$ cat src/rtl/console_uart_tx.sv
// Memory-mapped console output: bus writes queue bytes in a small FIFO,
// and a single FSM sends them out on tx as 8N1 UART frames.
module console_uart_tx #(
    parameter logic [31:0] BASE_ADDR    = 32'h1000_0000,
    parameter int          CLKS_PER_BIT = 16,
    parameter int          FIFO_DEPTH   = 8
) (
    input  logic        clk,
    input  logic        rst,
    input  logic        mem_we,
    input  logic        mem_re,
    input  logic [31:0] mem_addr,
    input  logic [31:0] mem_wdata,
    output logic [31:0] mem_rdata,
    output logic        tx,
    output logic        tx_busy
);

    localparam int PW = (FIFO_DEPTH > 1) ? $clog2(FIFO_DEPTH) : 1;
    localparam int CW = PW + 1;
    localparam int BW = (CLKS_PER_BIT > 1) ? $clog2(CLKS_PER_BIT) : 1;
    localparam logic [BW-1:0] BAUD_LAST = BW'(CLKS_PER_BIT - 1);
    localparam logic [CW-1:0] FIFO_FULL = CW'(FIFO_DEPTH);

    typedef enum logic [1:0] {
        IDLE  = 2'd0,
        START = 2'd1,
        DATA  = 2'd2,
        STOP  = 2'd3
    } state_t;

    state_t        state;
    logic [BW-1:0] baud_cnt;
    logic [2:0]    bit_idx;
    logic [7:0]    shift;

    logic [7:0]    fifo_mem [FIFO_DEPTH];
    logic [PW-1:0] wr_ptr;
    logic [PW-1:0] rd_ptr;
    logic [CW-1:0] count;
    logic          overflow;

    logic       sel;
    logic [1:0] offset;
    logic       full;
    logic       empty;
    logic       push_req;
    logic       push;
    logic       pop;
    logic       ovf_clr;
    logic [7:0] count8;
    logic       unused_bits;

    assign sel      = (mem_addr[31:4] == BASE_ADDR[31:4]);
    assign offset   = mem_addr[3:2];
    assign full     = (count == FIFO_FULL);
    assign empty    = (count == '0);
    // Fullness is judged on pre-edge state, so a pop in the same cycle
    // does not rescue a write to a full FIFO.
    assign push_req = sel && mem_we && (offset == 2'd0);
    assign push     = push_req && !full;
    assign pop      = (state == IDLE) && !empty;
    assign ovf_clr  = sel && mem_we && (offset == 2'd1) && mem_wdata[3];
    assign count8   = 8'(count);
    assign tx_busy  = !empty || (state != IDLE);

    assign unused_bits = ^{mem_addr[1:0], mem_wdata[31:8]};

    always_ff @(posedge clk) begin
        if (rst) begin
            wr_ptr   <= '0;
            rd_ptr   <= '0;
            count    <= '0;
            overflow <= 1'b0;
        end else begin
            if (push) begin
                fifo_mem[wr_ptr] <= mem_wdata[7:0];
                wr_ptr           <= wr_ptr + 1'b1;
            end
            if (pop) begin
                rd_ptr <= rd_ptr + 1'b1;
            end
            case ({push, pop})
                2'b10:   count <= count + 1'b1;
                2'b01:   count <= count - 1'b1;
                default: count <= count;
            endcase
            // A dropped push beats a software clear in the same cycle.
            if (push_req && full) begin
                overflow <= 1'b1;
            end else if (ovf_clr) begin
                overflow <= 1'b0;
            end
        end
    end

    always_ff @(posedge clk) begin
        if (rst) begin
            state    <= IDLE;
            baud_cnt <= '0;
            bit_idx  <= '0;
            shift    <= '0;
            tx       <= 1'b1;
        end else begin
            case (state)
                IDLE: begin
                    tx       <= 1'b1;
                    baud_cnt <= '0;
                    bit_idx  <= '0;
                    if (!empty) begin
                        shift <= fifo_mem[rd_ptr];
                        tx    <= 1'b0;
                        state <= START;
                    end
                end
                START: begin
                    if (baud_cnt == BAUD_LAST) begin
                        baud_cnt <= '0;
                        bit_idx  <= '0;
                        tx       <= shift[0];
                        state    <= DATA;
                    end else begin
                        baud_cnt <= baud_cnt + 1'b1;
                    end
                end
                DATA: begin
                    if (baud_cnt == BAUD_LAST) begin
                        baud_cnt <= '0;
                        if (bit_idx == 3'd7) begin
                            tx    <= 1'b1;
                            state <= STOP;
                        end else begin
                            bit_idx <= bit_idx + 1'b1;
                            shift   <= {1'b0, shift[7:1]};
                            tx      <= shift[1];
                        end
                    end else begin
                        baud_cnt <= baud_cnt + 1'b1;
                    end
                end
                STOP: begin
                    tx <= 1'b1;
                    if (baud_cnt == BAUD_LAST) begin
                        baud_cnt <= '0;
                        state    <= IDLE;
                    end else begin
                        baud_cnt <= baud_cnt + 1'b1;
                    end
                end
                default: begin
                    state <= IDLE;
                    tx    <= 1'b1;
                end
            endcase
        end
    end

    // Reads are combinational and only drive data for a selected STATUS read.
    always_comb begin
        mem_rdata = '0;
        if (sel && mem_re && (offset == 2'd1)) begin
            mem_rdata[0]    = full;
            mem_rdata[1]    = empty;
            mem_rdata[2]    = (state != IDLE);
            mem_rdata[3]    = overflow;
            mem_rdata[15:8] = count8;
        end
    end

endmodule

$ cat config.mk
export PLATFORM = sky130hd
export DESIGN_NAME = console_uart_tx
export DESIGN_NICKNAME = d
export VERILOG_FILES = /design/src/rtl/console_uart_tx.sv
export SDC_FILE = /design/constraint.sdc
export NUM_CORES = 1
export LEC_CHECK = 0
export ABC_AREA = 1
export BUFFER_PORTS_ARGS = -buffer_cell sky130_fd_sc_hd__buf_4
export CAP_MARGIN = 20
export CORE_MARGIN = 3
export CORE_UTILIZATION = 35
export CTS_CLUSTER_DIAMETER = 60
export DETAILED_ROUTE_END_ITERATION = 16
export PLACE_DENSITY_LB_ADDON = 0.12
export SETUP_SLACK_MARGIN = 0.05
export SYNTH_ARGS = -nofsm -noshare
export SYNTH_HDL_FRONTEND = slang
export SYNTH_SLANG_ARGS = --single-unit
$ cat constraint.sdc
create_clock -name clk -period 2.8 [get_ports clk]
set_input_delay 0.28 -clock clk [delete_from_list [all_inputs] [get_ports clk]]
set_output_delay 0.28 -clock clk [all_outputs]
set_load 0.01 [all_outputs]
Word-level counts from Yosys, hierarchy flattened --
Memory sizes are Yosys's and may differ from the RTL's. A register that Yosys moved wholly into a read port is not among the register bits. Cells that the tools add are included.
Word-level totals: flip-flop bits (word level) 29, memory bits (writable) 64, output and inout bits 34, word-level logic and storage cells 88, memories kept 1
Operators by class: add/subtract/negate cells 6, equality and inequality tests 16, mux-type cells 31, reductions and logical operators 25
Memory list:
- fifo_mem | words 8, bits a word 8, rd ports 1, clocked after memory_dff 1, wr ports 1, line 37 | logic [7:0] fifo_mem [FIFO_DEPTH];
Operators by type and width (count):
- 28-bit by 25-bit equality test with 1-bit output (second input constant) | 1
- 8-bit two-way mux | 3
- 4-bit one-hot mux with 2 select lines | 2
- 8-bit one-hot mux with 2 select lines | 1
- 3-bit two-way mux | 5
- 4-bit two-way mux | 3
- 2-bit != test (second input constant) | 6
- 2-bit two-way mux | 5
- 3-bit by 1-bit adder with 3-bit output (second input constant) | 3
- 1-bit logical AND | 9
- 1-bit two-way mux | 9
- 3-bit one-hot mux with 3 select lines | 1
- 4-bit by 1-bit adder with 4-bit output (second input constant) | 2
- 4-bit equality test (second input constant) | 2
- 2-bit one-hot mux with 4 select lines | 1
- 4-bit AND reduction | 2
- 2-bit nonzero test | 4
- 2-bit by 1-bit equality test with 1-bit output (second input constant) | 3
- 2-bit equality test (second input constant) | 3
- 5-bit AND reduction | 1
- 2-bit logical NOT | 2
- 4-bit logical NOT | 1
- 1-bit one-hot mux with 4 select lines | 1
- 4-bit by 1-bit subtractor with 4-bit output (second input constant) | 1
- 6 further kinds | 7

Longest topological paths before layout --
Gate-level depths: netlist of run 1.
depth after elaboration 7, mapped depth 15, depth with buffers taken out 15

Least setup slack after synthesis of run 1 --
Ideal clock, no wire load.
path kind in2reg, start point input mem_addr[27], end point register count[2], setup time 0.115 ns, data arrival time 2.012 ns, required time 2.685 ns, slack 0.672 ns, stages on the path 15, buffers on the path 0, cells stage by stage nor2_1 > nand2_1 > nor2_1 > nand2_1 > nor2_1 > nand4_2 > ha_1 > nand2_1 > inv_1 > nor2_1 > ha_1 > a21oi_1 > xor2_1 > o21ai_0 > inv_1
Between the ends: word-level cells in the longest chain between the ends 6, elaborated cells between the ends (all ways) 8, classes of those cells eq/ne: 3; mux: 1; reduce/logical: 4
RTL lines:
- start, declared | line 12 | input logic [31:0] mem_addr,
- 28-bit by 25-bit equality test with 1-bit output (*) | line 54 | assign sel = (mem_addr[31:4] == BASE_ADDR[31:4]);
- 1-bit logical AND (*) (2 in series) | line 60 | assign push_req = sel && mem_we && (offset == 2'd0);
- 1-bit logical AND (*) | line 61 | assign push = push_req && !full;
- 2-bit by 1-bit equality test with 1-bit output or 2-bit equality test (tied branches) | line 83 | case ({push, pop})
- 4-bit one-hot mux with 2 select lines or 2-bit nonzero test (tied branches)
- end signal, assigned | line 84 | 2'b10: count <= count + 1'b1;
- end signal, assigned | line 85 | 2'b01: count <= count - 1'b1;
- end signal, assigned | line 86 | default: count <= count;
- end, declared | line 40 | logic [CW-1:0] count;
Mark *: on every way between the ends. The rest lies on a longest branch, timed or not. A chain may end at the register's enable or synchronous reset.

Final worst setup path of run 1 --
start point register count[0], end point register count[2]
Between the ends: word-level cells in the longest chain between the ends 5, elaborated cells between the ends (all ways) 12, classes of those cells add/sub: 2; eq/ne: 3; mux: 1; reduce/logical: 6
RTL lines:
- 4-bit logical NOT (*) | line 57 | assign empty = (count == '0);
- 1-bit logical NOT (*)
- 1-bit logical AND (*) | line 62 | assign pop = (state == IDLE) && !empty;
- net pop | line 49 | logic pop;
- 2-bit by 1-bit equality test with 1-bit output or 2-bit equality test (tied branches) | line 83
- 4-bit one-hot mux with 2 select lines or 2-bit nonzero test (tied branches)
Mark *: on every way through the listed nets, which the timed path passes. The rest lies on a longest branch.

==> results of run 1 <==
-- final timing paths --
| check | startpoint | endpoint | slack (ns) | depth (start not counted) |
|---|---|---|---|---|
| max | count[0] | count[2] | 0.56 | 13 |
| min | mem_wdata[7] | fifo_mem[7][7] | 0.18 | 1 |
| max reg2reg | count[0] | count[2] | 0.56 | 13 |
| min reg2reg | baud_cnt[0] | baud_cnt[0] | 0.45 | 1 |
-- through the flow --
| step | util (%) | worst slack (ns) | total power, W |
|---|---|---|---|
| finish | 43.1 | 0.565 | 0.00439 |
| global route | 43.1 | 0.297 | 0.00473 |
| CTS | 43.1 | 0.547 | 0.00445 |
| detailed placement | 41.0 | 0.492 | 0.00333 |
| global placement | 41.0 | 0.493 | 0.00331 |
| floorplan | - | 0.672 | 0.00298 |
-- cells in the mapped netlist (2+ instances only) --
master	n
xnor2_1	2
nand2_1	61
edfxtp_1	64
nor2_4	2
ha_1	12
o21ai_0	37
nand3_1	30
buf_2	7
nor3_1	6
nand4_1	2
o211ai_1	3
buf_4	24
clkbuf_1	5
inv_2	4
nor2_2	3
dfxtp_1	32
a21oi_1	24
o22ai_1	14
o21ai_1	7
inv_1	39
a21oi_2	2
nand4_2	2
xor2_1	2
nor2_1	87
-- layer usage --
layer | track usage, % | up-vias | routed length, µm | part of all wire, %
met5 | 0 | - | 0 | 0
met4 | 5.44 | 0 | 144 | 1.5
met3 | 2.03 | 8 | 331 | 3.4
met2 | 23.0 | 77 | 4740 | 49
met1 | 18.2 | 1544 | 4410 | 46
li1 | - | 1702 | - | -
-- worst max-delay path, cell delays in order, from the launching register on --
cell and delay (ns):
dfxtp_1 0.38, nor2_4 0.19, nand3_1 0.11, nand2_1 0.14, inv_1 0.14, ha_1 0.25, nand2_1 0.09, inv_1 0.04
nor2_1 0.17, ha_1 0.18, a21oi_1 0.05, xor2_1 0.17, o21ai_0 0.16, inv_1 0.05
-- state kept, by name (all words and copies together), names as in the netlist, named ones only --
name,cells
wr_ptr,3
count,4
shift,8
state,2
rd_ptr,3
fifo_mem,64
bit_idx,3
overflow,1
tx,1
baud_cnt,4
-- layout make-up --
| type | instances | area share [%] |
|---|---|---|
| Sequential cell | 96 | 48.3 |
| Tap cell | 168 | 3.96 |
| Clock inverter | 5 | 0.636 |
| Multi-Input combinational cell | 328 | 30.9 |
| Clock buffer | 10 | 4.31 |
| Inverter | 43 | 3.04 |
| Timing Repair Buffer | 63 | 8.91 |
-- power by group through the flow --
stage | Clock, W | Combinational [W] | Sequential, W
final | 0.00110 | 0.00151 | 0.00178
after global routing | 0.00120 | 0.00174 | 0.00180
after CTS | 0.00114 | 0.00153 | 0.00178
after detailed placement | 0 | 0.00152 | 0.00181
after global placement | 0 | 0.00150 | 0.00181
after floorplan | 0 | 0.00122 | 0.00176
-- logic make-up after synthesis --
group | Yosys count
AO/OA/AOI/OAI | 90
XOR/XNOR | 4
adder cells (fa/ha/maj) | 12
buffers and inverters | 82
flip-flops | 96
other | 1
AND/OR/NAND/NOR | 198
==> metrics.md, run 1 <==
| Metric | Value |
|---|---|
| Post-synth EDFFs | `between 60 and 70` |
| Die width | `about 120 µm` |
| Register area | `between 2000 and 3000 µm²` |
| DP HPWL | `6590 µm` |
| Longest Clk Path Bufs | `2` |
| I/O Pins | `102` |
| Core Area | `around 12,000 µm²` |
| Ant. Diodes | `0` |
| Max Slew Vio Count | `0` |
| Synth Area in Compound Gates | `10.9%` |
| Cell Pwr Density | `827 nW/µm²` |
| Post-synth top area cell | `edfxtp_1` |
| Most frequent cells in the layout | `nor2_1 (87), edfxtp_1 (64), buf_4 (63)` |
| Clk Latency, worst-skew pair | `~0.34 ns` |
| Via count | `~3,300` |
| Routed WL | `9620 µm` |
| Synth cell types | `36` |
| Crit path capture type | `register` |
| Fill cells | `1,229` |
| Post-cts repair resize count | `0` |
| Setup-failing EPs final | `0` |
| All-Layer GR Usage | `13.8%` |
| DRT Pass-1 Iters | `5` |
| Port bufs | `approximately 50` |
| Setup TNS | `0 ns` |
| Kind of critical path | `reg2reg` |
| Maximum VDD drop | `around 0.33 mV` |
| Cell row count | `40` |
| Antenna Nets Post-Route | `0` |
| Synth async-reset ratio | `0%` |
| Top cell type's share of synthesized area | `approximately 42%` |
| TritonCTS clock tree | `built` |
| Cells after synthesis | `~480` |
| Leakage dissipation | `2.12 nW` |
| Post-synth top flop | `edfxtp_1` |
| Post-CTS Setup Inserts | `0` |
| Worst slew margin | `63.4%` |
| Seq/Total Area, Yosys | `approximately 57%` |
| Multiplexer share of the synthesized area | `0%` |
| Net Sw Frac | `between 30% and 40%` |
| Fin cells | `713` |
| Xor/xnor share of the synthesized area | `less than 1%` |
| Worst-path fanout max | `8` |
| Simple-Gate Fraction of Synth Area | `19.2%` |
| Area delta synth->final | `17.2%` |
| Final Critical Period | `2.24 ns` |
| Top cells by area, synth | `edfxtp_1 (42%), dfxtp_1 (14%), nor2_1 (7.2%), nand2_1 (5.1%), o21ai_0 (4.1%)` |
| TritonCTS Buffers | `9` |
| Vias in the first global route | `3,082` |
| Remaining global-route overflow | `0` |
| Main combinational cell family by area after synthesis | `simple AND/OR/NAND/NOR gates` |
| H-Tree Depth | `3` |
| Final RePlAce weighted congestion | `0.731` |
| RSZ-0062 raised after global routing | `no` |
| DIE AREA | `14,300 µm²` |
| Number of synthesized register bits | `96` |
| Hold Fails Final Rpt | `0` |
| Fin area | `~5300 µm²` |
| Clock power share | `25.0%` |
| Multi-input gate area | `1640 µm²` |
| Comb power frac | `between 30% and 40%` |
| Skew final | `0.00732 ns` |
| Ys Warns | `0` |
| Placed inst area | `5050 µm²` |
| First-pass GRT wire length | `15,400 µm` |
| Starting Density | `between 30% and 40%` |
| Largest net degree at the start of global routing | `33` |
| CTS Root Cell | `clkbuf_16` |
| Worst-path clk slew | `roughly 0.060 ns` |
| Hold_ws | `0.177 ns` |
| Cell Int Power | `0.00278 W` |
| Critical Path RT | `3.03 ns` |
| Initial antenna violation count | `0` |
| Switching pwr | `0.00161 W` |
| Worst slew pin tran | `0.549 ns` |
| DRC viols | `0` |
| Cell Area, Synth | `approximately 4500 µm²` |
| Die height | `120 µm` |
| HP Class | `in2reg` |
| CTS sink cnt | `96` |
| Commonest non-fill, non-tap cell in the layout | `nor2_1` |
| Total of max-cap violations | `0` |
| Vias per Instance | `between 4 and 5` |
| WL/cell | `13.5 µm` |
| Placed Cells incl. Taps | `~700` |
| CTS Hold Bufs | `0` |
| Worst setup SP type | `register` |
| 1st-iter DRT viols | `between 150 and 200` |
| CP Data Arrival Time | `2.46 ns` |
| Max frequency | `around 450 MHz` |
| Seq pwr share | `40.6%` |
| Status | `finished clean` |
| Period utilization | `79.8%` |
| Layout Nets | `621` |
| Share of layout cells above drive strength 1 | `17.4%` |
| Post-synthesis adder-cell area fraction | `under 10%` |
| Mean Syn Cell Area | `9.38 µm²` |
(Power assumes the default switching activity.)
==> inputs of run 2 (changes only) <==
- clock period: 2.8 -> 2 ns (I/O delays scaled with it)
==> metrics.md, run 2 (synthesized netlist as in run 1, its figures left out) <==
| Metric | Value |
|---|---|
| Routed WL | `9770 µm` |
| First-pass GRT wire length | `~16,000 µm` |
| Via count | `3,381` |
| DP Worst Slack | `-0.112 ns` |
| RSZ-0062 raised after global routing | `no` |
| CP Data Arrival Time | `slightly above 2 ns` |
| Die height | `~120 µm` |
| Vias in the first global route | `3,135` |
| Kind of critical path | `reg2reg` |
| Period utilization | `89.7%` |
| Worst-path fanout max | `3` |
| Worst-path clk slew | `0.07 ns` |
| Final Critical Period | `1.79 ns` |
| Hold Fails Final Rpt | `0` |
| Remaining global-route overflow | `0` |
| Core Area | `12,300 µm²` |
| Crit path capture type | `register` |
| Worst path bufs/invs | `3` |
| Max Slew Vio Count | `0` |
| Die width | `roughly 120 µm` |
| CTS Hold Bufs | `0` |
| M1 WL | `4660 µm` |
| Cell row count | `40` |
| Total of max-cap violations | `0` |
| Fin area | `approximately 5600 µm²` |
| Critical Path RT | `2.23 ns` |
| I/O Pins | `102` |
| CTS Root Cell | `clkbuf_16` |
| Largest register FFs | `64` |
| CP max stage delay | `roughly 0.34 ns` |
| Setup TNS | `0 ns` |
| R2r setup slk | `0.21 ns` |
| TritonCTS clock tree | `built` |
| H-Tree Depth | `3` |
| Cell Pwr Density | `about 1200 nW/µm²` |
| Placed inst area | `5210 µm²` |
| Leakage dissipation | `2.25 nW` |
| Skew final | `0.00772 ns` |
| CTS sink cnt | `96` |
| DR top layer | `met4` |
| Share of layout cells above drive strength 1 | `between 20 and 25%` |
| Area delta synth->final | `22.5%` |
| DP HPWL | `6780 µm` |
| Largest net degree at the start of global routing | `29` |
| Top reg by flops | `fifo_mem` |
| Layout Nets | `641` |
| Worst setup SP type | `register` |
| Final Core Density | `45.1%` |
| 1st-iter DRT viols | `slightly above 200` |
| Setup-failing EPs final | `0` |
| Final worst setup slack | `about 0.2 ns` |
| Slowest cell on the critical path | `dfxtp_1` |
| Critical-path cell list | `nor2_4, nand3_1, nand2_1, inv_2, ha_2, nand2_1, inv_1, nor2_4, ha_1, a21oi_2, xor2_1, o21ai_1, inv_1` |
| Clk Latency, worst-skew pair | `0.34 ns` |
| Fill cells | `approximately 1,200` |
| Commonest non-fill, non-tap cell in the layout | `nor2_1` |
| Antenna Nets Post-Route | `0` |
| Initial antenna violation count | `0` |
| TritonCTS Buffers | `9` |
| DRC viols | `0` |
| DRT Pass-1 Iters | `4` |
| Starting Density | `36.8%` |
| Vias per Instance | `4.61` |
| DIE AREA | `14,300 µm²` |
| Maximum VDD drop | `0.454 mV` |
| Port bufs | `51` |
| Ant. Diodes | `0` |
| WL/cell | `between 10 and 15 µm` |
| Most frequent cells in the layout | `nor2_1 (84), buf_4 (82), edfxtp_1 (64)` |
| Longest Clk Path Bufs | `2` |
| DR WL met3 | `between 400 and 500 µm` |
| Top Family by Delay on Critical Path | `simple AND/OR/NAND/NOR gates` |
| Biggest regs | `fifo_mem x64, shift x8` |
| Status | `finished clean` |
| Final RePlAce weighted congestion | `0.812` |
| HP Class | `in2reg` |
| Max frequency | `557 MHz` |
| All-Layer GR Usage | `14.0%` |
| Met2 routed WL | `4460 µm` |
## run 2: cell types whose count changed in the layout (fill, tap and decap cells not counted), moves of 2 or more
cell,change
nor2_2,+2
dfxtp_2,+4
dfxtp_1,-4
inv_1,-3
inv_2,+3
ha_2,+2
nor2_1,-3
ha_1,-2
buf_4,+19
## run 2: cell type report
class                      instances  area [µm²]  share of cell area (%)
multi-input combinational        328        1680                    30.3
timing repair buffer              83         636                    11.5
sequential                        96        2570                    46.3
clock buffer                       9         225                    4.06
tap                              168         210                    3.79
inverter                          43         161                    2.91
clock inverter                     7        68.8                    1.24
## run 2: where the power goes
group / switching (W) / internal [W] / total (W)
Clock: 0.000727 / 0.000969 / 0.00170
Combinational: 0.00152 / 0.00106 / 0.00258
Sequential: 0.000133 / 0.00231 / 0.00244
Total: 0.00238 / 0.00434 / 0.00672
## run 2: through the flow
stage	hold slack [ns]	cells	total power [W]
2_1_floorplan	0.299	506	0.00419
3_3_place_gp	0.437	716	0.00493
3_5_place_dp	0.440	716	0.00496
4_1_cts	0.0853	732	0.00667
5_1_grt	0.0852	734	0.00723
6_report	0.0913	734	0.00672
## run 2: final timing paths
path,end,start,depth (start not counted)
worst max register to register,count[2],count[1],13
worst min-delay path,fifo_mem[1][1],mem_wdata[1],1
worst min register to register,baud_cnt[0],baud_cnt[0],1
worst max-delay path,count[2],count[1],13
## run 2: layer usage
layer  up-vias  track usage, %
met4         0            5.58
met5         -               0
li1       1744               -
met1      1545            18.9
met2        82            22.6
met3        10            2.17
## run 2: repair_timing
item	in CTS	in global routing
endpoints found under the setup margin	0	3
endpoints found under the hold margin	0	0
resized for setup	0	12
buffers inserted	0	2
